`src/rtl/riscv_enc_pkg.sv`:
```
// Shared encodings for the RISC-V instruction assembler: format and error
// codes plus the opcodes the packer treats specially.
package riscv_enc_pkg;

    typedef enum logic [2:0] {
        FmtI = 3'd0,
        FmtS = 3'd1,
        FmtB = 3'd2,
        FmtU = 3'd3,
        FmtJ = 3'd4,
        FmtR = 3'd5
    } fmt_e;

    typedef enum logic [1:0] {
        ErrNone  = 2'd0,
        ErrRange = 2'd1,
        ErrAlign = 2'd2,
        ErrFmt   = 2'd3
    } err_e;

    localparam logic [6:0] OPC_OPIMM  = 7'b0010011;
    localparam logic [2:0] F3_SLTIU   = 3'b011;
    localparam logic [6:0] OPC_LUI    = 7'b0110111;
    localparam logic [6:0] OPC_STORE  = 7'b0100011;
    localparam logic [6:0] OPC_BRANCH = 7'b1100011;
    localparam logic [6:0] OPC_JAL    = 7'b1101111;

endpackage

```
`src/rtl/instr_pack.sv`:
```
// Combinational packer: decoded fields plus a byte-offset immediate in,
// RV32 instruction word out, with range/alignment checking of the immediate.
module instr_pack
    import riscv_enc_pkg::*;
#(
    parameter int unsigned N = 32
) (
    input  logic [2:0]   fmt_i,
    input  logic [6:0]   opcode_i,
    input  logic [4:0]   rd_i,
    input  logic [4:0]   rs1_i,
    input  logic [4:0]   rs2_i,
    input  logic [2:0]   funct3_i,
    input  logic [6:0]   funct7_i,
    input  logic [N-1:0] imm_i,
    output logic [N-1:0] word_o,
    output logic         err_o,
    output logic [1:0]   err_code_o
);

    localparam logic signed [N-1:0] Imm12Min = -(N'(2048));
    localparam logic signed [N-1:0] Imm12Max = N'(2047);
    localparam logic signed [N-1:0] ImmBMin  = -(N'(4096));
    localparam logic signed [N-1:0] ImmBMax  = N'(4094);
    localparam logic signed [N-1:0] ImmJMin  = -(N'(1 << 20));
    localparam logic signed [N-1:0] ImmJMax  = N'((1 << 20) - 2);

    logic signed [N-1:0] imm_s;
    logic                sltiu;
    logic                range_err;
    logic                align_err;
    logic                bad_fmt;

    assign imm_s = $signed(imm_i);
    // SLTIU compares unsigned, so its immediate is range-checked as 0..4095
    assign sltiu = (opcode_i == OPC_OPIMM) && (funct3_i == F3_SLTIU);

    // Per-format range/alignment check and bit scatter
    always_comb begin
        word_o    = '0;
        range_err = 1'b0;
        align_err = 1'b0;
        bad_fmt   = 1'b0;
        case (fmt_i)
            FmtI: begin
                if (sltiu) range_err = (imm_i[N-1:12] != '0);
                else       range_err = (imm_s < Imm12Min) || (imm_s > Imm12Max);
                word_o = {imm_i[11:0], rs1_i, funct3_i, rd_i, opcode_i};
            end
            FmtS: begin
                range_err = (imm_s < Imm12Min) || (imm_s > Imm12Max);
                word_o = {imm_i[11:5], rs2_i, rs1_i, funct3_i, imm_i[4:0], opcode_i};
            end
            FmtB: begin
                range_err = (imm_s < ImmBMin) || (imm_s > ImmBMax);
                align_err = imm_i[0];
                word_o = {imm_i[12], imm_i[10:5], rs2_i, rs1_i, funct3_i,
                          imm_i[4:1], imm_i[11], opcode_i};
            end
            FmtU: begin
                align_err = (imm_i[11:0] != '0);
                word_o = {imm_i[31:12], rd_i, opcode_i};
            end
            FmtJ: begin
                range_err = (imm_s < ImmJMin) || (imm_s > ImmJMax);
                align_err = imm_i[0];
                word_o = {imm_i[20], imm_i[10:1], imm_i[11], imm_i[19:12], rd_i, opcode_i};
            end
            FmtR: begin
                word_o = {funct7_i, rs2_i, rs1_i, funct3_i, rd_i, opcode_i};
            end
            default: bad_fmt = 1'b1;
        endcase
    end

    // Range outranks misalignment when both apply
    always_comb begin
        err_o      = bad_fmt || range_err || align_err;
        err_code_o = ErrNone;
        if (bad_fmt)        err_code_o = ErrFmt;
        else if (range_err) err_code_o = ErrRange;
        else if (align_err) err_code_o = ErrAlign;
    end

endmodule

```
`src/rtl/instr_encoder.sv`:
```
// Streaming instruction assembler: packs accepted field bundles and writes
// them to IMEM at an auto-incrementing word address through a one-entry
// output register. Rejected bundles are consumed and flagged by err_valid.
module instr_encoder
    import riscv_enc_pkg::*;
#(
    parameter int unsigned N      = 32,
    parameter int unsigned AWIDTH = 14
) (
    input  logic              clk,
    input  logic              rst_n,
    input  logic              start,
    input  logic [AWIDTH-1:0] start_addr,
    input  logic              in_valid,
    output logic              in_ready,
    input  logic [2:0]        in_fmt,
    input  logic [6:0]        in_opcode,
    input  logic [4:0]        in_rd,
    input  logic [4:0]        in_rs1,
    input  logic [4:0]        in_rs2,
    input  logic [2:0]        in_funct3,
    input  logic [6:0]        in_funct7,
    input  logic [N-1:0]      in_imm,
    output logic              imem_we,
    output logic [AWIDTH-1:0] imem_addr,
    output logic [N-1:0]      imem_din,
    input  logic              imem_ready,
    output logic              err_valid,
    output logic [1:0]        err_code,
    output logic [AWIDTH:0]   count
);

    logic [N-1:0]      pack_word;
    logic              pack_err;
    logic [1:0]        pack_code;

    logic              we_q, we_d;
    logic [AWIDTH-1:0] addr_q, addr_d;
    logic [N-1:0]      din_q, din_d;
    logic              err_valid_q, err_valid_d;
    logic [1:0]        err_code_q, err_code_d;
    logic [AWIDTH:0]   count_q, count_d;

    logic              fire;
    logic              done;

    instr_pack #(
        .N (N)
    ) u_pack (
        .fmt_i      (in_fmt),
        .opcode_i   (in_opcode),
        .rd_i       (in_rd),
        .rs1_i      (in_rs1),
        .rs2_i      (in_rs2),
        .funct3_i   (in_funct3),
        .funct7_i   (in_funct7),
        .imm_i      (in_imm),
        .word_o     (pack_word),
        .err_o      (pack_err),
        .err_code_o (pack_code)
    );

    // The output slot frees up in the same cycle its write completes
    assign in_ready = (!we_q || imem_ready) && !start;
    assign fire     = in_valid && in_ready;
    assign done     = we_q && imem_ready;

    // Next state: start overrides, else retire the pending write, then load
    always_comb begin
        we_d        = we_q && !imem_ready;
        addr_d      = addr_q;
        din_d       = din_q;
        count_d     = count_q;
        err_valid_d = 1'b0;
        err_code_d  = ErrNone;
        if (start) begin
            we_d    = 1'b0;
            addr_d  = start_addr;
            count_d = '0;
        end else begin
            if (done) begin
                addr_d = addr_q + AWIDTH'(1);
                if (count_q != '1) count_d = count_q + (AWIDTH + 1)'(1);
            end
            if (fire) begin
                if (pack_err) begin
                    err_valid_d = 1'b1;
                    err_code_d  = pack_code;
                end else begin
                    we_d  = 1'b1;
                    din_d = pack_word;
                end
            end
        end
    end

    // State registers; reset discards any pending word
    always_ff @(posedge clk or negedge rst_n) begin
        if (!rst_n) begin
            we_q        <= 1'b0;
            addr_q      <= '0;
            din_q       <= '0;
            err_valid_q <= 1'b0;
            err_code_q  <= '0;
            count_q     <= '0;
        end else begin
            we_q        <= we_d;
            addr_q      <= addr_d;
            din_q       <= din_d;
            err_valid_q <= err_valid_d;
            err_code_q  <= err_code_d;
            count_q     <= count_d;
        end
    end

    assign imem_we   = we_q;
    assign imem_addr = addr_q;
    assign imem_din  = din_q;
    assign err_valid = err_valid_q;
    assign err_code  = err_code_q;
    assign count     = count_q;

endmodule

```
`config.mk`:
```
export PLATFORM = sky130hd
export DESIGN_NAME = instr_encoder
export DESIGN_NICKNAME = d
export VERILOG_FILES = /design/src/rtl/riscv_enc_pkg.sv /design/src/rtl/instr_pack.sv /design/src/rtl/instr_encoder.sv
export SDC_FILE = /design/constraint.sdc
export NUM_CORES = 1
export LEC_CHECK = 0
export ABC_AREA = 1
export ABC_CLOCK_PERIOD_IN_PS = 2100
export CAP_MARGIN = 20
export CORE_MARGIN = 10
export CORE_UTILIZATION = 50
export DETAILED_ROUTE_END_ITERATION = 7
export PLACE_DENSITY = 0.84
export SYNTH_ARGS = -nofsm -noshare
export SYNTH_HDL_FRONTEND = slang
export SYNTH_HIERARCHICAL = 1
export SYNTH_SLANG_ARGS = --single-unit
```
`constraint.sdc`:
```
create_clock -name clk -period 2.1 [get_ports clk]
set_input_delay 0.42 -clock clk [delete_from_list [all_inputs] [get_ports clk]]
set_output_delay 0.42 -clock clk [all_outputs]
set_load 0.01 [all_outputs]
```
# After elaboration in Yosys (flattened, before gate mapping)
# Index checks and enable logic that the tools add are counted.
# classes
n_addsub,2
order_cmp,6
eq_ne,8
muxes,22
n_bitwise,2
reduce_logical,23
# ops
operator,count
32-bit case mux with 6 select lines,1
15-bit two-way mux,3
32-bit by 12-bit greater-than comparator with 1-bit output (second input constant),1
32-bit by 13-bit greater-than comparator with 1-bit output (second input constant),1
32-bit by 21-bit greater-than comparator with 1-bit output (second input constant),1
32-bit by 12-bit less-than comparator with 1-bit output (second input constant),1
32-bit by 13-bit less-than comparator with 1-bit output (second input constant),1
32-bit by 21-bit less-than comparator with 1-bit output (second input constant),1
14-bit two-way mux,2
20-bit nonzero test,1
15-bit by 1-bit adder with 15-bit output (second input constant),1
15-bit != test (second input constant),1
14-bit by 1-bit adder with 14-bit output (second input constant),1
2-bit two-way mux,6
12-bit nonzero test,1
3-bit by 2-bit equality test with 1-bit output (second input constant),3
1-bit two-way mux,8
7-bit by 5-bit equality test with 1-bit output (second input constant),1
3-bit equality test (second input constant),2
1-bit logical OR,6
6-bit OR reduction,1
1-bit logical AND,5
1-bit case mux with 4 select lines,1
2-bit nonzero test,2
other kinds (8),11
# totals
regBits,65
in_bits,86
out_inout_bits,66
elab_cells,69

# Logic depth before layout (Yosys ltp)
# Gate-level depths: netlist of run 1.
# logic_depth
ltp_word,9
depth_mapped,15
ltp_nobuf,13

# By module
# Netlist of run 1, hierarchy kept.
# modules_own_cells
module,n_inst,cells_per_inst,area_per_inst_um2,seq_area_each_um2
instr_encoder,1,391,3150.5,1626.6
instr_pack,1,235,1182.4,0.0

# Worst setup path after synthesis of run 1
# No wires, ideal clock.
# synth_timing
kind,input to register
startpoint,in in_imm[29]
endpoint,reg din_q[1] (netlist: imem_din[1])
setup_ns,0.123
t_arrival_ns,1.806
required_ns,1.977
path_slack_ns,0.171
path_stages,12
n_path_buf,2
cell_sequence,nor2_2 > nand2_1 > nor3_2 > nand2_1 > nand3_1 > nand2_2 > nor2_4 > nand4_1 > clkbuf_1 > clkbuf_1 > o21ai_0 > nand2_1
# synth_between
elab_chain_cells,8
elab_cells_between_ends,16
cone_classes,order compare (6); mux (2); bitwise (1); reduce/logical (7)
# synth_rtl
element,line,text
start: declaration,instr_encoder.sv:23,"input logic [N-1:0] in_imm,"
32-bit by 12-bit less-than comparator with 1-bit output or 32-bit by 12-bit greater-than comparator with 1-bit output (tied branches),"instr_pack.sv:47, instr_pack.sv:51",
1-bit logical OR,"instr_pack.sv:47, instr_pack.sv:51",
1-bit two-way mux,instr_pack.sv:46,if (sltiu) range_err = (imm_i[N-1:12] != '0);
1-bit case mux with 4 select lines (*),instr_pack.sv:44,case (fmt_i)
1-bit logical OR (*) (2 in a row),instr_pack.sv:78,err_o = bad_fmt || range_err || align_err;
via pack_err,instr_encoder.sv:34,logic pack_err;
1-bit inverter (no line) (*),-,
3-bit AND reduction (no line) (*),-,
end signal: assignment,instr_encoder.sv:109,din_q <= din_d;
end: declaration,instr_encoder.sv:39,"logic [N-1:0] din_q, din_d;"
# Mark *: on every way through the listed nets, which the timed path passes. The rest lies on a longest branch.
# A chain may end at the register's enable or synchronous reset.

# Final worst setup path of run 1
# layout_timing
startpoint,in in_imm[23]
endpoint,reg din_q[7] (netlist: imem_din[7])
# The elaborated chain is that of the path after synthesis.

==> flow_summary.yaml, run 1 <==
routing:
  avgViaCountPerCell: 5.389
  ant_nets: 0
  wl_mm: 16.07
  first_pass_iters: 5
  vias: 5152
  drc: 0
  detail_route.wl_per_cell_um: 16.81
  first_iter_violations: 437
floorplan:
  io_pins: 152
  die_x_um: 113.1
  die_h_um: 113.1
  core_sq_um: 8341
  dieArea_sq_um: 12790
  start_util_pct: 51.95
  row_count: 33
timing:
  hold_viol_final: 0
  setup_tns_ns: 0
  fmax_mhz: 487.8
  fin_crit_ns: 2.050
  worstMarginPinSlew_ns: 0.3464
  worst_slew_margin_rel_pct: 76.90
  finalCritPeriodShare_pct: 97.62
  slew_violations: 0
  setup_viol: 0
  fin_worst_skew_ns: 0.006421
global_routing:
  grt_overflow: 0
  antenna_found_initial: 0
  grt_pass1_wl_mm: 25.14
  track_usage_pct: 23.50
  grt_start_max_net_pins: 66
  grt_pass1_vias: 5120
cts:
  cts_inserted_buffers: 9
  clock_path_buffers: 2
  clkSinkCount: 65
  h-tree-depth: 3
  clkTransAtPathRegs_ns: 0.07
  cts-root-buf: "clkbuf_8"
  clk_latency_ns: 0.34
  cts_tree: "built"
finish:
  drive_gt1_share_pct: 19.74
  antenna_cells: 0
  multi_input_area_sq_um: 2477
  nets: 934
  layout_common_cells: "nand2_1 (202), clkdlybuf4s50_1 (107), dfrtp_1 (65)"
  seqCellArea_sq_um: 1627
  syn_to_final_growth_pct: 57.75
  mostFrequentLayoutCell: "nand2_1"
  nFillCells: 561
  finalNonFillerCells: 956
placement:
  post-dp-hpwl_mm: 12.26
  dp.cells: 935
  place_congestion: 1.013
  port_buffers: 151
hold_path:
  hp-class: "primary input to async pin"
pwr:
  p_per_area_nw_per_um2: 591.1
  cellLeakagePower_nw: 3.339
  ir_drop_mv: 0.2879
synthesis:
  syn-num-nets: 714
  ys_warn_count: 6
  synthArstFlopShare_pct: 100.0
  ys_types: 41
  netlist_instances: 626
  syn_area_per_cell_sq_um: 6.922
  ys_ff_latch: 65
  seq_area_frac_synth_pct: 37.54
  synth_edf_count: 0
  syn_area_sq_um: 4333
  synthFlopType: "dfrtp_1"
outcome:
  outcome: "finished clean"
worst_setup_path:
  crit_type: "primary input to flip-flop"
  crit_path_start_kind: "primary input"
  cp_data_required_time_ns: 2.31
  cp.arrival_ns: 2.26
  endpoint_kind: "flip-flop"
  crit_fanout: 16
run:
  drv_cap: 0
area by class of cell:
type	instances	area share, %
Multi-Input combinational cell	478	36.24
Timing Repair Buffer	224	31.17
Sequential cell	65	23.80
Inverter	68	3.881
Clock buffer	13	2.032
Tap cell	105	1.922
Clock inverter	3	0.9519
through the flow:
stage               setup WS (ns)  cell area (sq um)  hold WS, ns  util [%]  total power, mW
floorplan                  0.1710               4333       0.1244         -            2.043
global placement          -0.4752               6447       0.4579     77.30            2.858
detailed placement        -0.6030               6447       0.4583     77.30            2.891
CTS                     0.0002640               6749      0.09804     80.92            4.031
global route             -0.06025               6835       0.1052     81.95            4.221
finish                    0.05002               6835      0.07682     81.95            4.040
state kept, by name, summed over array words and instances (netlist names):
signal	count
imem_din	32
count	15
imem_addr	14
err_code	2
err_valid	1
imem_we	1
synth_stat cells (2+ instances only):
master | instances | area share, %
xnor2_1 | 4 | 0.81
dfrtp_1 | 65 | 38
inv_2 | 7 | 0.61
nor3_1 | 7 | 0.81
o21ai_0 | 53 | 6.1
nor2_1 | 66 | 5.7
a21oi_1 | 5 | 0.58
nand2_1 | 212 | 18
clkbuf_1 | 9 | 0.78
buf_6 | 2 | 0.52
nor4_1 | 3 | 0.43
xor2_1 | 6 | 1.2
o21ai_1 | 9 | 1.0
nand2_2 | 6 | 0.87
nor3_2 | 2 | 0.46
inv_1 | 59 | 5.1
buf_4 | 3 | 0.52
nor2_2 | 6 | 0.87
nand4_1 | 10 | 1.4
o211ai_1 | 11 | 1.9
nand2_4 | 3 | 0.78
a32o_1 | 8 | 1.8
a21oi_2 | 2 | 0.40
a31oi_1 | 2 | 0.29
nor2_4 | 5 | 1.3
o221ai_1 | 2 | 0.40
ha_1 | 2 | 0.58
nand3_1 | 40 | 4.6
o21bai_1 | 5 | 0.87
worst max-delay path, cell delays in order:
cell,delay (ns)
clkdlybuf4s15_1,0.25
nor2_4,0.16
nand2_2,0.10
nor3_4,0.22
nand2_1,0.09
nand3_1,0.11
nand2_2,0.07
nor2_4,0.09
nand4_1,0.11
buf_6,0.15
buf_6,0.14
o21ai_0,0.24
nand2_1,0.10
power breakdown:
group          internal, mW  switching (mW)  leakage (nW)
Combinational         0.693           0.641          2.39
Clock                 0.670           0.471         0.102
Sequential             1.44           0.131         0.844
Total                  2.80            1.24          3.34
path summary, 6_finish.rpt:
check | end | start | cells after the start | slack (ns)
setup / recovery | imem_din[7]$_DFFE_PN0P_ | in_imm[23] | 13 | 0.05
hold / removal | imem_addr[8]$_DFFE_PN0P_ | rst_n | 2 | 0.08
setup reg to reg | count[11]$_DFFE_PN0P_ | count[0]$_DFFE_PN0P_ | 8 | 0.40
hold reg to reg | imem_din[12]$_DFFE_PN0P_ | imem_din[12]$_DFFE_PN0P_ | 2 | 0.50
max in group asynchronous | imem_din[17]$_DFFE_PN0P_ | rst_n | 2 | 1.73
min in group clk | imem_din[4]$_DFFE_PN0P_ | in_opcode[4] | 5 | 0.45
what timing repair did:
action | 4_1_cts | 5_1_grt
endpoints found under the setup margin | 37 | 36
gates cloned | 1 | 1
gates resized for setup | 49 | 64
pin swaps | 11 | 19
hold buffers | 0 | 0
buffers inserted | 2 | 2
endpoints found under the hold margin | 0 | 0
cell families after synthesis:
group	after synthesis	share of synthesized area, %
compound gates	100	14.15
xor+xnor	10	2.021
fa+ha+maj	2	0.5774
buf+inv	83	8.056
flops	65	37.54
simple gates	366	37.66
per-layer routing:
metal / global-route usage, % / part of all wire, %
met5: 0 / 0
met4: 5.753 / 1.3
met3: 6.603 / 8.6
met2: 40.75 / 50
met1: 28.00 / 40
Note: power is estimated with default switching activity, not from simulation.
==> inputs of run 2 (changes only) <==
- GPL_ROUTABILITY_DRIVEN: default -> 0
==> run 2 against run 1 <==
Compared with the run above: clock-buffer cell count shrank 3; sequential power is essentially flat; flip-flop and latch count is the same; final cell count shrank 0.21%; worst setup slack gained 0.052 ns; total power shrank 0.44%; register-to-register slack gained 0.04 ns; die area is the same; via count grew 0.97%; critical endpoint is now imem_we$_DFF_PN0_; largest power group unchanged.
==> flow_summary.yaml, run 2 (synthesized netlist as in run 1, its figures left out) <==
global_routing:
  grt_pass1_vias: 5167
  grt_pass1_wl_mm: 24.76
  grt_overflow: 0
  grt_start_max_net_pins: 66
  track_usage_pct: 22.81
  antenna_found_initial: 0
timing:
  fmax_mhz: 500.4
  setup_viol: 0
  worstMarginPinSlew_ns: 0.4120
  worst_slew_margin_rel_pct: 72.28
  hold_viol_final: 0
  fin_crit_ns: 1.998
  finalCritPeriodShare_pct: 95.16
  fin_worst_skew_ns: 0.008212
  slew_violations: 0
pwr:
  p_per_area_nw_per_um2: 588.3
  p_switching_mw: 1.302
  cellLeakagePower_nw: 3.450
  pwr-share-clk_pct: 27.4
  ir_drop_mv: 0.3461
  intPower_mw: 2.720
  comb_power_share_pct: 33.5
  p_seq_share_pct: 39.0
  total_power_mw: 4.023
  power_switching_share_pct: 32.37
routing:
  vias: 5202
  first_pass_iters: 7
  ant_nets: 0
  avgViaCountPerCell: 5.453
  first_iter_violations: 387
  drc: 0
  wl_mm: 15.84
  detail_route.wl_per_cell_um: 16.61
placement:
  post-dp-hpwl_mm: 12.06
  dp.cells: 932
  port_buffers: 151
floorplan:
  core_sq_um: 8341
  start_util_pct: 51.95
  io_pins: 152
  die_x_um: 113.1
  die_h_um: 113.1
  row_count: 33
  dieArea_sq_um: 12790
worst_setup_path:
  endpoint_kind: "flip-flop"
  cp.arrival_ns: 2.26
  crit_fanout: 8
  crit_path_start_kind: "primary input"
  cp_data_required_time_ns: 2.37
  crit_type: "primary input to flip-flop"
cts:
  cts_inserted_buffers: 9
  clock_path_buffers: 2
  h-tree-depth: 3
  clkTransAtPathRegs_ns: 0.08
  cts_tree: "built"
  clk_latency_ns: 0.34
  clkSinkCount: 65
  cts_hold_buf: 0
  cts-root-buf: "clkbuf_8"
finish:
  antenna_cells: 0
  layout_common_cells: "nand2_1 (207), clkdlybuf4s50_1 (109), dfrtp_1 (65)"
  finalNonFillerCells: 954
  drive_gt1_share_pct: 18.85
  mostFrequentLayoutCell: "nand2_1"
  syn_to_final_growth_pct: 57.81
  nets: 932
  nFillCells: 522
  largest_reg_flops: 32
run:
  drv_cap: 0
hold_path:
  hp-class: "primary input to async pin"
outcome:
  outcome: "finished clean"
## run 2: per-stage QoR
| step | instance area, sq um | worst slack [ns] | hold slack (ns) | utilization [%] | TNS [ns] |
|---|---|---|---|---|---|
| floorplan | 4333 | 0.1710 | 0.1244 | - | 0 |
| global placement | 6400 | -0.3907 | 0.4608 | 76.73 | -13.36 |
| detailed placement | 6400 | -0.5490 | 0.4648 | 76.73 | -15.97 |
| CTS | 6633 | -0.03597 | 0.1076 | 79.52 | -0.4884 |
| global route | 6838 | -0.01033 | 0.1115 | 81.98 | -0.01033 |
| finish | 6838 | 0.1017 | 0.07445 | 81.98 | 0 |
## run 2: critical path, cell delays in order
cell and delay, ns:
dlygate4sd2_1 0.29, nand2_1 0.09, nor2_2 0.15, nand3_2 0.11, nor2_2 0.11, nand2_1 0.07, nand3_1 0.08, nand2_2 0.07
nor2_4 0.10, nand4_1 0.11, buf_6 0.16, nor2_4 0.18, buf_6 0.16, a21oi_1 0.04, nor2_1 0.11
## run 2: path summary, 6_finish.rpt
| check | startpoint | to | slack [ns] | cells past startpoint |
|---|---|---|---|---|
| max | in_imm[25] | imem_we$_DFF_PN0_ | 0.10 | 15 |
| min | rst_n | imem_addr[12]$_DFFE_PN0P_ | 0.07 | 2 |
| max reg2reg | count[0]$_DFFE_PN0P_ | count[11]$_DFFE_PN0P_ | 0.44 | 8 |
| min reg2reg | imem_din[18]$_DFFE_PN0P_ | imem_din[18]$_DFFE_PN0P_ | 0.49 | 2 |
| max in group asynchronous | rst_n | imem_din[31]$_DFFE_PN0P_ | 1.71 | 2 |
| min in group clk | in_opcode[4] | imem_din[4]$_DFFE_PN0P_ | 0.44 | 5 |
## run 2: cell type report
class	count	area, sq um	area share (%)
inverter	68	265.3	3.879
timing repair buffer	222	2157	31.55
clock inverter	6	66.31	0.9698
multi-input combinational	478	2454	35.88
tap	105	131.4	1.921
sequential	65	1627	23.79
clock buffer	10	137.6	2.013
## run 2: layer usage
metal | vias up | track usage, % | routed length [um]
met5 | - | 0 | 0
met4 | 0 | 8.545 | 386
met3 | 41 | 5.547 | 1263
met2 | 276 | 39.06 | 7961
met1 | 2407 | 26.99 | 6231
li1 | 2478 | - | -
## run 2: timing repair
| action | in CTS | in global routing |
|---|---|---|
| gates resized for setup | 21 | 86 |
| pin swaps | 3 | 24 |
| setup endpoints to repair | 34 | 36 |
| cloned | 1 | 2 |
| setup buffers | 2 | 1 |
## run 2: power groups by stage
stage | clock network, mW | registers [mW] | logic [mW]
floorplan | 0 | 1.65 | 0.398
global placement | 0 | 1.58 | 1.26
detailed placement | 0 | 1.58 | 1.30
CTS | 1.10 | 1.56 | 1.33
global route | 1.16 | 1.59 | 1.45
finish | 1.10 | 1.57 | 1.35
